File: src/rtl/cpu_pkg.sv
// Shared datapath constants: bus width, register index encoding (identical to
// the bus multiplexer r_out select) and the program-counter reset value.
package cpu_pkg;

  localparam int DW        = 16;
  localparam int REG_IDX_W = 3;

  // Register indices, same encoding as the mux r_out select field.
  localparam logic [REG_IDX_W-1:0] R0_IDX = 3'd0;
  localparam logic [REG_IDX_W-1:0] R1_IDX = 3'd1;
  localparam logic [REG_IDX_W-1:0] R2_IDX = 3'd2;
  localparam logic [REG_IDX_W-1:0] R3_IDX = 3'd3;
  localparam logic [REG_IDX_W-1:0] R4_IDX = 3'd4;
  localparam logic [REG_IDX_W-1:0] R5_IDX = 3'd5;
  localparam logic [REG_IDX_W-1:0] R6_IDX = 3'd6;
  localparam logic [REG_IDX_W-1:0] R7_IDX = 3'd7;

  // r7 doubles as the program counter.
  localparam logic [REG_IDX_W-1:0] PC_IDX = R7_IDX;

  localparam logic [DW-1:0] PC_RST = 16'h0000;

  // Converts a loop index into the select-field encoding.
  function automatic logic [REG_IDX_W-1:0] reg_idx(input int unsigned i);
    logic [31:0] v;
    v = i;
    return v[REG_IDX_W-1:0];
  endfunction

endpackage

File: src/rtl/bus_reg_bank_reg_en16.sv
// reg_en16: W-bit register with load enable and an asynchronous active-low
// reset that forces the RST_VAL constant.
module reg_en16 #(
  parameter int           W       = 16,
  parameter logic [W-1:0] RST_VAL = '0
) (
  input  logic         clk,
  input  logic         rst_n,
  input  logic         load,
  input  logic [W-1:0] d,
  output logic [W-1:0] q
);

  // Capture d on a rising edge when load is high; reset wins immediately.
  always_ff @(posedge clk or negedge rst_n) begin
    if (!rst_n) begin
      q <= RST_VAL;
    end else if (load) begin
      q <= d;
    end
  end

endmodule

File: src/rtl/bus_reg_bank.sv
// bus_reg_bank: write side of the shared datapath bus. Captures buswires into
// r0..r7, A and IR, and the ALU result into G. r7 is the program counter and
// has its own increment path; a bus write to r7 beats a same-cycle increment.
//
// Load strobes (r_in_en, a_in, ir_in, g_in, incr_pc) are single-cycle
// commands from the control FSM with no backpressure: a strobe sampled high
// on a rising edge always takes effect on that edge, and the new value is
// visible on the registered outputs right after it. Strobes are independent
// and may be combined freely in one cycle.
//
// Optional build macro WR_TRACE_EN adds last_wr_idx and wr_count outputs that
// trace general-register writes.
module bus_reg_bank
  import cpu_pkg::*;
#(
  parameter int              DW     = cpu_pkg::DW,
  parameter int              NREG   = 8,
  parameter logic [DW-1:0]   PC_RST = cpu_pkg::PC_RST
) (
  input  logic                 clk,
  input  logic                 rst_n,
  input  logic [DW-1:0]        buswires,
  input  logic                 r_in_en,
  input  logic [REG_IDX_W-1:0] r_in_sel,
  input  logic                 a_in,
  input  logic                 ir_in,
  input  logic                 g_in,
  input  logic [DW-1:0]        alu_result,
  input  logic                 incr_pc,
  output logic [DW-1:0]        r0,
  output logic [DW-1:0]        r1,
  output logic [DW-1:0]        r2,
  output logic [DW-1:0]        r3,
  output logic [DW-1:0]        r4,
  output logic [DW-1:0]        r5,
  output logic [DW-1:0]        r6,
  output logic [DW-1:0]        r7,
  output logic [DW-1:0]        a_q,
  output logic [DW-1:0]        g_q,
  output logic [DW-1:0]        ir_q
`ifdef WR_TRACE_EN
  ,
  output logic [3:0]           last_wr_idx,
  output logic [15:0]          wr_count
`endif
);

  logic [NREG-1:0] r_ld;
  logic [DW-1:0]   gp_q [NREG-1];
  logic [DW-1:0]   pc_q;

  // One-hot write decode. The enable gates every term, so an unknown select
  // with r_in_en low cannot raise any load.
  always_comb begin
    r_ld = '0;
    for (int i = 0; i < NREG; i++) begin
      r_ld[i] = r_in_en && (r_in_sel == reg_idx(i));
    end
  end

  // r0..r6 are plain load-enable registers.
  for (genvar gi = 0; gi < NREG - 1; gi++) begin : g_gp
    reg_en16 #(.W(DW), .RST_VAL('0)) u_gp (
      .clk   (clk),
      .rst_n (rst_n),
      .load  (r_ld[gi]),
      .d     (buswires),
      .q     (gp_q[gi])
    );
  end

  // r7 / program counter: bus write has priority over increment; increment
  // wraps modulo 2^DW silently.
  always_ff @(posedge clk or negedge rst_n) begin
    if (!rst_n) begin
      pc_q <= PC_RST;
    end else if (r_ld[PC_IDX]) begin
      pc_q <= buswires;
    end else if (incr_pc) begin
      pc_q <= pc_q + DW'(1);
    end
  end

  reg_en16 #(.W(DW), .RST_VAL('0)) u_a (
    .clk   (clk),
    .rst_n (rst_n),
    .load  (a_in),
    .d     (buswires),
    .q     (a_q)
  );

  reg_en16 #(.W(DW), .RST_VAL('0)) u_ir (
    .clk   (clk),
    .rst_n (rst_n),
    .load  (ir_in),
    .d     (buswires),
    .q     (ir_q)
  );

  reg_en16 #(.W(DW), .RST_VAL('0)) u_g (
    .clk   (clk),
    .rst_n (rst_n),
    .load  (g_in),
    .d     (alu_result),
    .q     (g_q)
  );

  assign r0 = gp_q[R0_IDX];
  assign r1 = gp_q[R1_IDX];
  assign r2 = gp_q[R2_IDX];
  assign r3 = gp_q[R3_IDX];
  assign r4 = gp_q[R4_IDX];
  assign r5 = gp_q[R5_IDX];
  assign r6 = gp_q[R6_IDX];
  assign r7 = pc_q;

`ifdef WR_TRACE_EN
  // Trace general writes: remember the last index (MSB marks "valid") and a
  // saturating count of write cycles. PC increments alone are not writes.
  always_ff @(posedge clk or negedge rst_n) begin
    if (!rst_n) begin
      last_wr_idx <= 4'b0000;
      wr_count    <= 16'h0000;
    end else if (r_in_en) begin
      last_wr_idx <= {1'b1, r_in_sel};
      if (wr_count != 16'hFFFF) begin
        wr_count <= wr_count + 16'h0001;
      end
    end
  end
`endif

endmodule
File: config.mk
export PLATFORM = sky130hd
export DESIGN_NAME = bus_reg_bank
export DESIGN_NICKNAME = d
export VERILOG_FILES = /design/src/rtl/cpu_pkg.sv /design/src/rtl/bus_reg_bank_reg_en16.sv /design/src/rtl/bus_reg_bank.sv
export SDC_FILE = /design/constraint.sdc
export NUM_CORES = 1
export LEC_CHECK = 0
export BUFFER_PORTS_ARGS = -buffer_cell sky130_fd_sc_hd__buf_2
export CAP_MARGIN = 10
export CORE_MARGIN = 2
export CORE_UTILIZATION = 46
export DETAILED_ROUTE_END_ITERATION = 8
export GPL_TIMING_DRIVEN = 0
export HOLD_SLACK_MARGIN = 0.02
export PLACE_DENSITY = 0.76
export SYNTH_ARGS = -nofsm -noshare
export SYNTH_HDL_FRONTEND = slang
export SYNTH_SLANG_ARGS = --single-unit
File: constraint.sdc
create_clock -name clk -period 1.4 [get_ports clk]
set_input_delay 0.14 -clock clk [delete_from_list [all_inputs] [get_ports clk]]
set_output_delay 0.14 -clock clk [all_outputs]
set_load 0.01 [all_outputs]
* Word level (Yosys, flattened, before mapping)
Index checks and enable logic that the tools add are counted.
** Storage, ports and cells
- Flip-flop bits (word level) :: 176
- Output and inout bits :: 176
- Word-level logic and storage cells :: 31
- Input port bits :: 42
** Cells by class
- Add/subtract/negate cells :: 1
- Reductions and logical operators :: 10
- Equality and inequality tests :: 7
- Multiplexer cells :: 2
** Operators by type and width (number)
- $mux 16 :: 2
- $add 16x1->16 const B :: 1
- $eq 3x3->1 const B :: 4
- $logic_and 1x1->1 :: 8
- $eq 3x2->1 const B :: 2
- $eq 3x1->1 const B :: 1
- $logic_not 3->1 :: 1
- $reduce_bool 2->1 :: 1

* Depth between registers and ports, before layout
Gate-level depths: netlist of the first run.
- Depth in word-level cells :: 3
- Gate-level depth with buffers :: 6

* Modules after synthesis
A second synthesis of the first run with hierarchy kept.
** Second synthesis, totals
- Cell total of the unflattened synthesis :: 448
- Area, all modules :: 7417.1 sq um
** Modules (own cells, without submodules)
- reg_en16 :: area an instance 649.4 sq um, cells each 34, sequential area each 400.4 sq um, instances 10
- bus_reg_bank :: area an instance 923.4 sq um, cells each 108, sequential area each 400.4 sq um, instances 1

* Worst setup path before layout of the first run
OpenSTA, ideal clock, no wires.
- Kind :: register -> register
- Start :: register pc_q[2] (netlist: r7[2])
- End :: register pc_q[13] (netlist: r7[13])
- Data arrival time :: 1.474 ns
- Setup time :: 0.082 ns
- Buffers on the path :: 1
- Stages on the path, launching flop included :: 6
- Setup slack :: -0.155 ns
- Path through :: dfrtp_1 -> buf_2 -> nand2_1 -> nor4_4 -> or3b_1 -> a31oi_1
** On the way
- Word-level cells in the longest chain between the ends :: 3
** RTL lines
- start, declared :: line bus_reg_bank.sv:50 : logic [DW-1:0] pc_q;
- start signal, assigned :: line bus_reg_bank.sv:78 : pc_q <= buswires;
- start signal, assigned :: line bus_reg_bank.sv:80 : pc_q <= pc_q + DW'(1);
- $add 16x1->16 :: line bus_reg_bank.sv:80
- $mux 16 :: line bus_reg_bank.sv:79 : end else if (incr_pc) begin
- $mux 16 :: line bus_reg_bank.sv:77 : end else if (r_ld[PC_IDX]) begin
Every way passes these cells. The select of a mux whose other input is x is not followed.
A chain may end at the register's enable or synchronous reset.

* Final worst setup path of the first run
- Start :: register pc_q[0] (netlist: r7[0])
- End :: register pc_q[12] (netlist: r7[12])
Same word-level chain as after synthesis.

==> run_results.csv, run 1 <==
group,metric,value,unit
status,outcome,"finished with violations",
status,violations,"negative setup slack",
layout,final_nets,748,
critical_path,crit_fanout,5,
power_and_ir_drop,finalPower,15.18,mW
layout,drive_gt1_share,59.64,%
critical_path,worst-path-buf-inv,0,
critical_path,cp_top_family,"simple AND/OR/NAND/NOR gates",
routing,postRouteAntennaNets,0,
layout,final_util,61.10,%
layout,antenna_cells,0,
layout,area_growth,31.39,%
synth,synth.cell_area,6990,um^2
die,dieHeight,127.3,um
power_and_ir_drop,p_int,10.93,mW
clock_tree,clockBufferDepth,2,
min_path,min_from,"incr_pc",
routing,vias,4717,
layout,final_common_cell,"buf_2",
critical_path,ff2ff_path_depth,5,
die,die_w,127.3,um
clock_tree,worstSkewPairLatency,0.41,ns
synth,synth_edf_count,0,
flow_run,max_cap_violations,0,
power_and_ir_drop,p_leak,4.225,nW
clock_tree,cts_tree,"built",
placed_design,place_congestion,0.8693,
placed_design,dpl.hpwl,11860,um
global_route,first_global_vias,4806,
min_path,hold_end,"r7[0]$_DFFE_PN0P_",
power_and_ir_drop,peakVddDrop,0.0008123,V
clock_tree,cts_sinks,176,
die,coreArea,15030,um^2
synth,yosysWarnings,0,
synth,synth_nets,508,
die,rows,45,
global_route,antenna_found_initial,0,
clock_tree,cts_root_buffer,"clkbuf_16",
routing,wl_per_cell,19.41,um
critical_path,rr_startpoint,"r7[0]$_DFFE_PN0P_",
timing,final_max_slew_viol_count,0,
routing,dr.pass1.iters,4,
timing,fin_tns_setup,-0.3008,ns
timing,timing.final.crit_share,110.0,%
timing,fin_ws,-0.1403,ns
timing,fin_skew,0.008142,ns
die,ioPinCount,218,
min_path,min_path_type,"primary input to register",
power_and_ir_drop,clkPwrFrac,32.1,%
global_route,grt_max_degree,92,
synth,yosysSeqAreaShare,63.00,%
timing,fmax,0.6492,GHz
min_path,min_path_cells,3,
timing,setup_viol,3,
synth,ys_types,33,
clock_tree,clkSlewWorstSetupHoldPaths,0.07,ns
critical_path,worstPathRequired,1.68,ns
synth,synth_top_area_share,63.00,%
global_route,grt_pass1_wl,26770,um
timing,min_period,1.540,ns
global_route,grt_use_total,21.66,%
synth,yosys_register_bits,176,
routing,drtIter0Drc,201,
power_and_ir_drop,power_frac_seq,44.7,%
critical_path,arrival,1.82,ns
routing,via_per_inst,5.218,
critical_path,cp-end-kind,"register",
timing,hold_viol,0,
timing,worstMarginPinSlew,0.8084,ns
die,die-area,16200,um^2
layout,fill_cells,1161,
critical_path,r2r_end,"r7[12]$_DFFE_PN0P_",
synth,yosysTopAreaCell,"dfrtp_1",
critical_path,start_kind,"register",
critical_path,reg2reg_slack,-0.14,ns
synth,synth_cells,465,
routing,routed_wl,17550,um
placed_design,port_buffers,193,
synth,syn_area_per_cell,15.03,um^2
synth,synthTopCellsByArea,"dfrtp_1, mux2_2, o21ai_0, nand2_1, xnor2_1",
power_and_ir_drop,power-per-cell-area,1653,nW/um^2
power_and_ir_drop,switching_share,28.00,%
timing,max_slew_margin,46.11,%
critical_path,crit_cells,5,
clock_tree,h-tree-depth,4,
die,start_util,46.50,%
timing,grt_setup_unrepaired,"yes",
critical_path,path_cells,"ha_4, nand4_1, nor4_2, xnor2_1, o21ai_1",
critical_path,cpPeakStageDelay,0.45,ns
layout,layout_common_cells,"buf_2, dfrtp_1, mux2_2",
power_and_ir_drop,p_switching,4.251,mW
synth,async_flop_share,100.0,%
critical_path,crit_slowest_cell,"dfrtp_2",
clock_tree,numCtsBuffers,17,
synth,synth_ff_type,"dfrtp_1",
critical_path,crit_type,"register to register",
power_and_ir_drop,p_comb_share,23.3,%
routing,drcViolationCount,0,
global_route,gr-total-overflow,0,
==> synthesized netlist by cell type (3+ instances only) <==
cell type  number
xor2_1          5
o21ai_0        15
mux2_2        160
dfrtp_1       176
nand3_1         7
nand2_1        19
xnor2_1         7
clkbuf_1       16
buf_2           8
buf_1          10
nand4_1         4
nand4b_1        3
nor4_1          4
buf_4           4
==> power groups by stage <==
| stage | logic (mW) | clock network, mW | registers (mW) |
|---|---|---|---|
| 2_1_floorplan | 1.24 | 0 | 7.26 |
| 3_3_place_gp | 3.14 | 0 | 6.78 |
| 3_5_place_dp | 3.24 | 0 | 6.85 |
| 4_1_cts | 3.39 | 4.98 | 6.75 |
| 5_1_grt | 3.79 | 5.22 | 6.90 |
| 6_report | 3.53 | 4.87 | 6.78 |
==> timing repair <==
item | in CTS | in global routing
hold endpoints to repair | 101 | 0
resized for setup | 6 | 13
hold buffers | 17 | 0
pin swaps | 4 | 7
endpoints found under the setup margin | 5 | 7
setup buffers | 3 | 7
==> logic make-up after synthesis <==
kind of cell / after synthesis / synth area share (%)
xor+xnor: 12 / 1.503
simple gates: 56 / 5.388
buf+inv: 40 / 2.506
mux: 162 / 26.06
fa+ha+maj: 1 / 0.1790
compound gates: 18 / 1.360
flops: 176 / 63.00
==> per-stage QoR <==
step | worst slack (ns) | instance area, um^2 | std cells | hold WS [ns]
CTS | -0.1313 | 9084 | 897 | 0.1086
global placement | -2.596 | 8233 | 846 | 0.3736
global route | -0.2047 | 9185 | 904 | 0.1424
finish | -0.1403 | 9185 | 904 | 0.1345
detailed placement | -0.3165 | 8270 | 847 | 0.1797
floorplan | -0.06480 | 7032 | 465 | -0.1556
==> flip-flops by register name, indices dropped and copies added (netlist names) <==
| register | flops |
|---|---|
| u_ir.q | 16 |
| u_g.q | 16 |
| g_gp.u_gp.q | 112 |
| r7 | 16 |
| u_a.q | 16 |
==> final cells by class <==
class	count	area, um^2	share of cell area, %
plain buffers	38	182.7	1.989
clock buffers	24	471.7	5.136
clock inverters	6	132.6	1.444
inverters	2	7.507	0.08173
multi-input cells	249	2495	27.16
flip-flops and latches	176	4412	48.03
well taps	188	235.2	2.561
repair buffers	221	1249	13.59
==> worst min-delay path, delay by kind of cell <==
kind                   cells  cell delay (ns)
buffers and inverters      1             0.16
AO/OA/AOI/OAI              1             0.07
XOR/XNOR                   1             0.15
==> worst max path at each step <==
| stage | start | to | slack, ns |
|---|---|---|---|
| after floorplan | r7[2]$_DFFE_PN0P_ | r7[13]$_DFFE_PN0P_ | -0.06 |
| after global placement | rst_n | r7[0]$_DFFE_PN0P_ | -2.60 |
| after detailed placement | r_in_sel[2] | g_gp[2].u_gp.q[5]$_DFFE_PN0P_ | -0.32 |
| after CTS | r7[1]$_DFFE_PN0P_ | r7[12]$_DFFE_PN0P_ | -0.13 |
| after global routing | r7[1]$_DFFE_PN0P_ | r7[13]$_DFFE_PN0P_ | -0.20 |
| final | r7[0]$_DFFE_PN0P_ | r7[12]$_DFFE_PN0P_ | -0.14 |
==> routing by layer <==
layer	vias up	wire length, um	global-route usage (%)
met5	-	0	0
met4	0	359	7.822
met3	25	1275	6.616
met2	187	8448	34.54
met1	2387	7464	28.23
li1	2118	-	-
No activity file was read; power rests on OpenSTA's default activity.
==> run 2, diff against run 1 <==
--- a/constraint.sdc
+++ b/constraint.sdc
@@ -3,2 +3,2 @@
 set_output_delay 0.14 -clock clk [all_outputs]
-set_load 0.01 [all_outputs]
+set_load 0.005 [all_outputs]
==> run 2 against run 1 <==
The run still ends with negative setup slack left. Non-clock buffer count is 8 higher. Final cell count is 0.88% higher. Maximum frequency is 1.8% lower. Sequential share of layout area is 0.28 points lower. Worst setup slack worse by 0.029 ns. Sequential cell count stayed put. Global-route usage is 0.30 points lower. Critical path depth is 1 lower. Die area stayed put. First-iteration DRC count is 26% lower. Critical path type unchanged. Highest routed layer unchanged.
==> run_results.csv, run 2 (same netlist as run 1, synthesis figures left out) <==
group,metric,value,unit
status,outcome,"finished with violations",
status,violations,"negative setup slack",
timing,worstMarginPinSlew,0.6397,ns
global_route,antenna_found_initial,0,
timing,final_max_slew_viol_count,0,
layout,fin_area,9245,um^2
layout,final_common_cell,"buf_2",
die,die-area,16200,um^2
critical_path,arrival,1.88,ns
routing,routed_wl,17110,um
power_and_ir_drop,finalPower,14.41,mW
clock_tree,clkSlewWorstSetupHoldPaths,0.06,ns
min_path,min_path_type,"primary input to register",
clock_tree,clockBufferDepth,2,
clock_tree,h-tree-depth,4,
layout,area_growth,32.25,%
placed_design,place_congestion,0.8297,
routing,postRouteAntennaNets,0,
timing,fin_skew,0.004370,ns
min_path,hold_end,"r7[0]$_DFFE_PN0P_",
routing,drtIter0Drc,149,
layout,top_register,"g_gp.u_gp.q",
critical_path,ff2ff_path_depth,4,
clock_tree,cts_root_buffer,"clkbuf_16",
clock_tree,numCtsBuffers,17,
die,die_w,127.3,um
timing,fmax,0.6374,GHz
die,dieHeight,127.3,um
critical_path,crit_slowest_cell,"dfrtp_2",
critical_path,rr_startpoint,"r7[3]$_DFFE_PN0P_",
critical_path,r2r_end,"r7[13]$_DFFE_PN0P_",
layout,largest_reg_flops,112,
placed_design,dp.cells,847,
routing,dr.pass1.iters,4,
routing,drcViolationCount,0,
global_route,gr-total-overflow,0,
timing,timing.final.crit_share,112.1,%
power_and_ir_drop,power-per-cell-area,1559,nW/um^2
critical_path,cpPeakStageDelay,0.45,ns
die,coreArea,15030,um^2
critical_path,path_cells,"nand2_4, nor4_4, or3b_1, a31oi_1",
critical_path,crit_type,"register to register",
global_route,grt_pass1_wl,26710,um
min_path,min_path_cells,3,
placed_design,port_buffers,193,
routing,vias,4728,
critical_path,worstPathRequired,1.71,ns
critical_path,crit_fanout,7,
timing,setup_viol,4,
clock_tree,cts_tree,"built",
placed_design,post-place-ws,-0.2624,ns
global_route,grt_max_degree,119,
die,start_util,46.50,%
global_route,grt_use_total,21.36,%
critical_path,start_kind,"register",
placed_design,place_area,8299,um^2
die,rows,45,
placed_design,dpl.hpwl,11670,um
power_and_ir_drop,p_leak,4.265,nW
critical_path,reg2reg_slack,-0.17,ns
clock_tree,worstSkewPairLatency,0.41,ns
timing,grt_setup_unrepaired,"yes",
routing,via_per_inst,5.184,
timing,min_period,1.569,ns
layout,instances_no_fill,912,
timing,fin_ws,-0.1688,ns
timing,hold_viol,0,
layout,drive_gt1_share,60.36,%
flow_run,max_cap_violations,0,
clock_tree,cts_sinks,176,
timing,max_slew_margin,57.35,%
power_and_ir_drop,peakVddDrop,0.0007885,V
critical_path,cp-end-kind,"register",
layout,layout_common_cells,"buf_2, dfrtp_1, mux2_2",
layout,antenna_cells,0,
die,ioPinCount,218,
layout,final_nets,756,
routing,wl_per_cell,18.76,um
min_path,min_from,"incr_pc",
global_route,first_global_vias,4952,
## run 2: cell types whose count changed in the layout (fill, tap and decap cells not counted), moves of 2 or more
cell and delta:
mux2_2 -10, mux2_4 +10, buf_4 +7, bufinv_16 -3, o21ai_0 +3, o21ai_1 -3
clkinvlp_4 +2, dfrtp_1 -2, dfrtp_2 +2
## run 2: final cells by class
| type | instances | area (um^2) |
|---|---|---|
| fillers | 1123 | 5788 |
| inverters | 2 | 7.507 |
| flip-flops and latches | 176 | 4414 |
| clock buffers | 25 | 475.5 |
| clock inverters | 5 | 57.56 |
| multi-input cells | 249 | 2542 |
| plain buffers | 38 | 191.4 |
| repair buffers | 229 | 1321 |
| well taps | 188 | 235.2 |
## run 2: worst max path at each step
stage,startpoint,to,slack [ns],cells past startpoint
global route,r7[3]$_DFFE_PN0P_,r7[13]$_DFFE_PN0P_,-0.17,4
finish,r7[3]$_DFFE_PN0P_,r7[13]$_DFFE_PN0P_,-0.17,4
CTS,r7[1]$_DFFE_PN0P_,r7[12]$_DFFE_PN0P_,-0.13,5
detailed placement,r_in_sel[2],g_gp[2].u_gp.q[13]$_DFFE_PN0P_,-0.26,4
floorplan,r7[4]$_DFFE_PN0P_,r7[13]$_DFFE_PN0P_,-0.05,4
global placement,rst_n,r7[6]$_DFFE_PN0P_,-2.56,1
## run 2: timing repair
action	4_1_cts	5_1_grt
buffers inserted	12	6
setup endpoints to repair	6	7
hold buffers	17	0
pin swaps	8	6
gates cloned	0	0
endpoints found under the hold margin	74	0
resized for setup	16	8
## run 2: worst max-delay path: cells and delay by family, from the launching register on
family,cells,cell delay [ns]
and+or+nand+nor,3,0.77
DFF,1,0.45
AOI/OAI and AO/OA,1,0.24
## run 2: metal layers
metal	part of all wire [%]	global-route usage (%)	routed length (um)	vias up
met1	42	26.42	7226	2405
li1	-	-	-	2127
met5	0	0	0	-
met3	7.8	7.621	1338	23
met4	1.6	6.787	282	0
met2	48	35.26	8264	173
## run 2: stage by stage
step	hold WS (ns)	utilization, %	TNS (ns)
floorplan	-0.1556	-	-0.1118
global placement	0.3736	54.96	-411.76
detailed placement	0.09009	55.21	-17.91
CTS	0.1267	60.88	-0.2965
global route	0.1787	61.50	-0.6012
finish	0.1446	61.50	-0.3733
## run 2: power breakdown
group	switching [mW]	total, mW	leakage, nW	internal, mW
Sequential	0.644	6.75	2.09	6.11
Clock	1.84	4.37	0.249	2.52
Combinational	1.43	3.30	1.93	1.86
Total	3.92	14.4	4.26	10.5
==> run 3, diff against run 2 <==
CELL_PAD_IN_SITES_DETAIL_PLACEMENT = 0   (was unset)
CELL_PAD_IN_SITES_GLOBAL_PLACEMENT = 2   (was unset)
CORE_UTILIZATION = 31   (was 46)
PLACE_DENSITY = unset   (was 0.76)
PLACE_DENSITY_LB_ADDON = 0.1   (was unset)
==> run 3 against run 2 <==
The run still ends with negative setup slack left. Combinational power barely moved. Register-to-register slack improved by 0.09 ns. Via count fell by 0.78%. Final cell count rose by 10%. Global-route usage fell by 4.8 points. Critical path type unchanged. Critical endpoint unchanged.
==> run_results.csv, run 3 (same netlist as run 1, synthesis figures left out) <==
group,metric,value,unit
clock_tree,numCtsBuffers,17,
global_route,grt_max_degree,104,
layout,final_util,42.87,%
die,rows,54,
critical_path,startpoint,"r7[3]$_DFFE_PN0P_",
layout,final_common_cell,"buf_2",
die,die-area,23770,um^2
min_path,min_from,"buswires[11]",
critical_path,worstPathRequired,1.74,ns
clock_tree,cts_root_buffer,"clkbuf_16",
placed_design,place_area,8414,um^2
placed_design,dpl.hpwl,13560,um
routing,drtIter0Drc,148,
layout,top_register,"g_gp.u_gp.q",
routing,wl_per_cell,19.35,um
layout,area_growth,34.65,%
power_and_ir_drop,finalPower,14.87,mW
timing,timing.final.crit_share,105.3,%
global_route,first_global_vias,4913,
global_route,grt_use_total,16.54,%
timing,min_period,1.474,ns
layout,antenna_cells,0,
timing,hold_viol,0,
die,ioPinCount,218,
clock_tree,cts_tree,"built",
die,die_w,154.2,um
layout,multiInputGateArea,2564,um^2
status,outcome,"finished with violations",
clock_tree,clkSlewWorstSetupHoldPaths,0.07,ns
clock_tree,worstSkewPairLatency,0.42,ns
placed_design,port_buffers,193,
global_route,antenna_found_initial,0,
timing,fin_skew,0.001487,ns
power_and_ir_drop,power-per-cell-area,1580,nW/um^2
timing,fin_tns_setup,-0.1485,ns
layout,final_nets,753,
critical_path,arrival,1.82,ns
routing,via_per_inst,4.677,
die,coreArea,21960,um^2
min_path,min_path_type,"primary input to register",
global_route,gr-total-overflow,0,
layout,layout_common_cells,"buf_2, dfrtp_1, mux2_2",
timing,max_slew_margin,52.72,%
timing,fin_ws,-0.07416,ns
timing,holdWs,0.1456,ns
layout,seq_area,4414,um^2
placed_design,dp.cells,939,
routing,vias,4691,
placed_design,post-place-ws,-0.3547,ns
routing,drcViolationCount,0,
routing,postRouteAntennaNets,0,
power_and_ir_drop,p_leak,4.295,nW
timing,fmax,0.6784,GHz
status,violations,"negative setup slack",
timing,worstMarginPinSlew,0.7091,ns
timing,setup_viol,4,
routing,routed_wl,19410,um
flow_run,max_cap_violations,0,
critical_path,rr_startpoint,"r7[3]$_DFFE_PN0P_",
layout,largest_reg_flops,112,
clock_tree,h-tree-depth,4,
layout,fill_cells,2068,
die,start_util,31.83,%
critical_path,cp-end-kind,"register",
clock_tree,clockBufferDepth,2,
critical_path,crit_fanout,7,
critical_path,crit_type,"register to register",
routing,dr.pass1.iters,4,
clock_tree,cts_sinks,176,
power_and_ir_drop,peakVddDrop,0.0006973,V
die,dieHeight,154.2,um
placed_design,place_congestion,0.7470,
global_route,grt_pass1_wl,29900,um
timing,grt_setup_unrepaired,"yes",
layout,drive_gt1_share,61.13,%
timing,final_max_slew_viol_count,0,
layout,instances_no_fill,1003,
critical_path,start_kind,"register",
layout,fin_area,9413,um^2
## run 3: path summary, 6_finish.rpt
| kind | depth (start not counted) | end | slack [ns] |
|---|---|---|---|
| min in group asynchronous | 2 | r7[9]$_DFFE_PN0P_ | 0.28 |
| max | 4 | r7[13]$_DFFE_PN0P_ | -0.07 |
| min | 3 | r7[11]$_DFFE_PN0P_ | 0.15 |
| min reg2reg | 1 | g_gp[6].u_gp.q[13]$_DFFE_PN0P_ | 0.50 |
| max reg2reg | 4 | r7[13]$_DFFE_PN0P_ | -0.07 |
| max in group asynchronous | 3 | u_ir.q[14]$_DFFE_PN0P_ | 0.21 |
## run 3: area by class of cell
cell class / count / area share (%)
repair buffers: 226 / 13.66
well taps: 280 / 3.722
clock buffers: 19 / 4.706
flip-flops and latches: 176 / 46.90
inverters: 2 / 0.07976
multi-input cells: 249 / 27.24
plain buffers: 38 / 2.047
clock inverters: 13 / 1.648
## run 3: what timing repair did
| item | CTS | global route |
|---|---|---|
| setup endpoints to repair | 7 | 12 |
| pin swaps | 7 | 4 |
| endpoints found under the hold margin | 89 | 0 |
| resized for setup | 15 | 17 |
| cloned | 0 | 0 |
| hold buffers | 17 | 0 |
| setup buffers | 10 | 6 |
## run 3: critical path: stages, from the launching register on
cell,delay (ns)
dfrtp_2,0.48
nand2_8,0.08
nor4_4,0.29
or3b_1,0.37
a31oi_1,0.18
## run 3: metal layers
metal / share of wire (%) / global-route usage (%) / up-vias
li1: - / - / 2128
met1: 45 / 21.95 / 2406
met2: 46 / 26.07 / 146
met3: 7.9 / 6.342 / 11
met4: 0.81 / 3.071 / 0
met5: 0 / 0 / -
## run 3: power by group
group | total (mW) | internal, mW | switching [mW]
Combinational | 3.28 | 1.83 | 1.45
Sequential | 6.76 | 6.10 | 0.662
Clock | 4.83 | 2.72 | 2.11
Total | 14.9 | 10.7 | 4.22
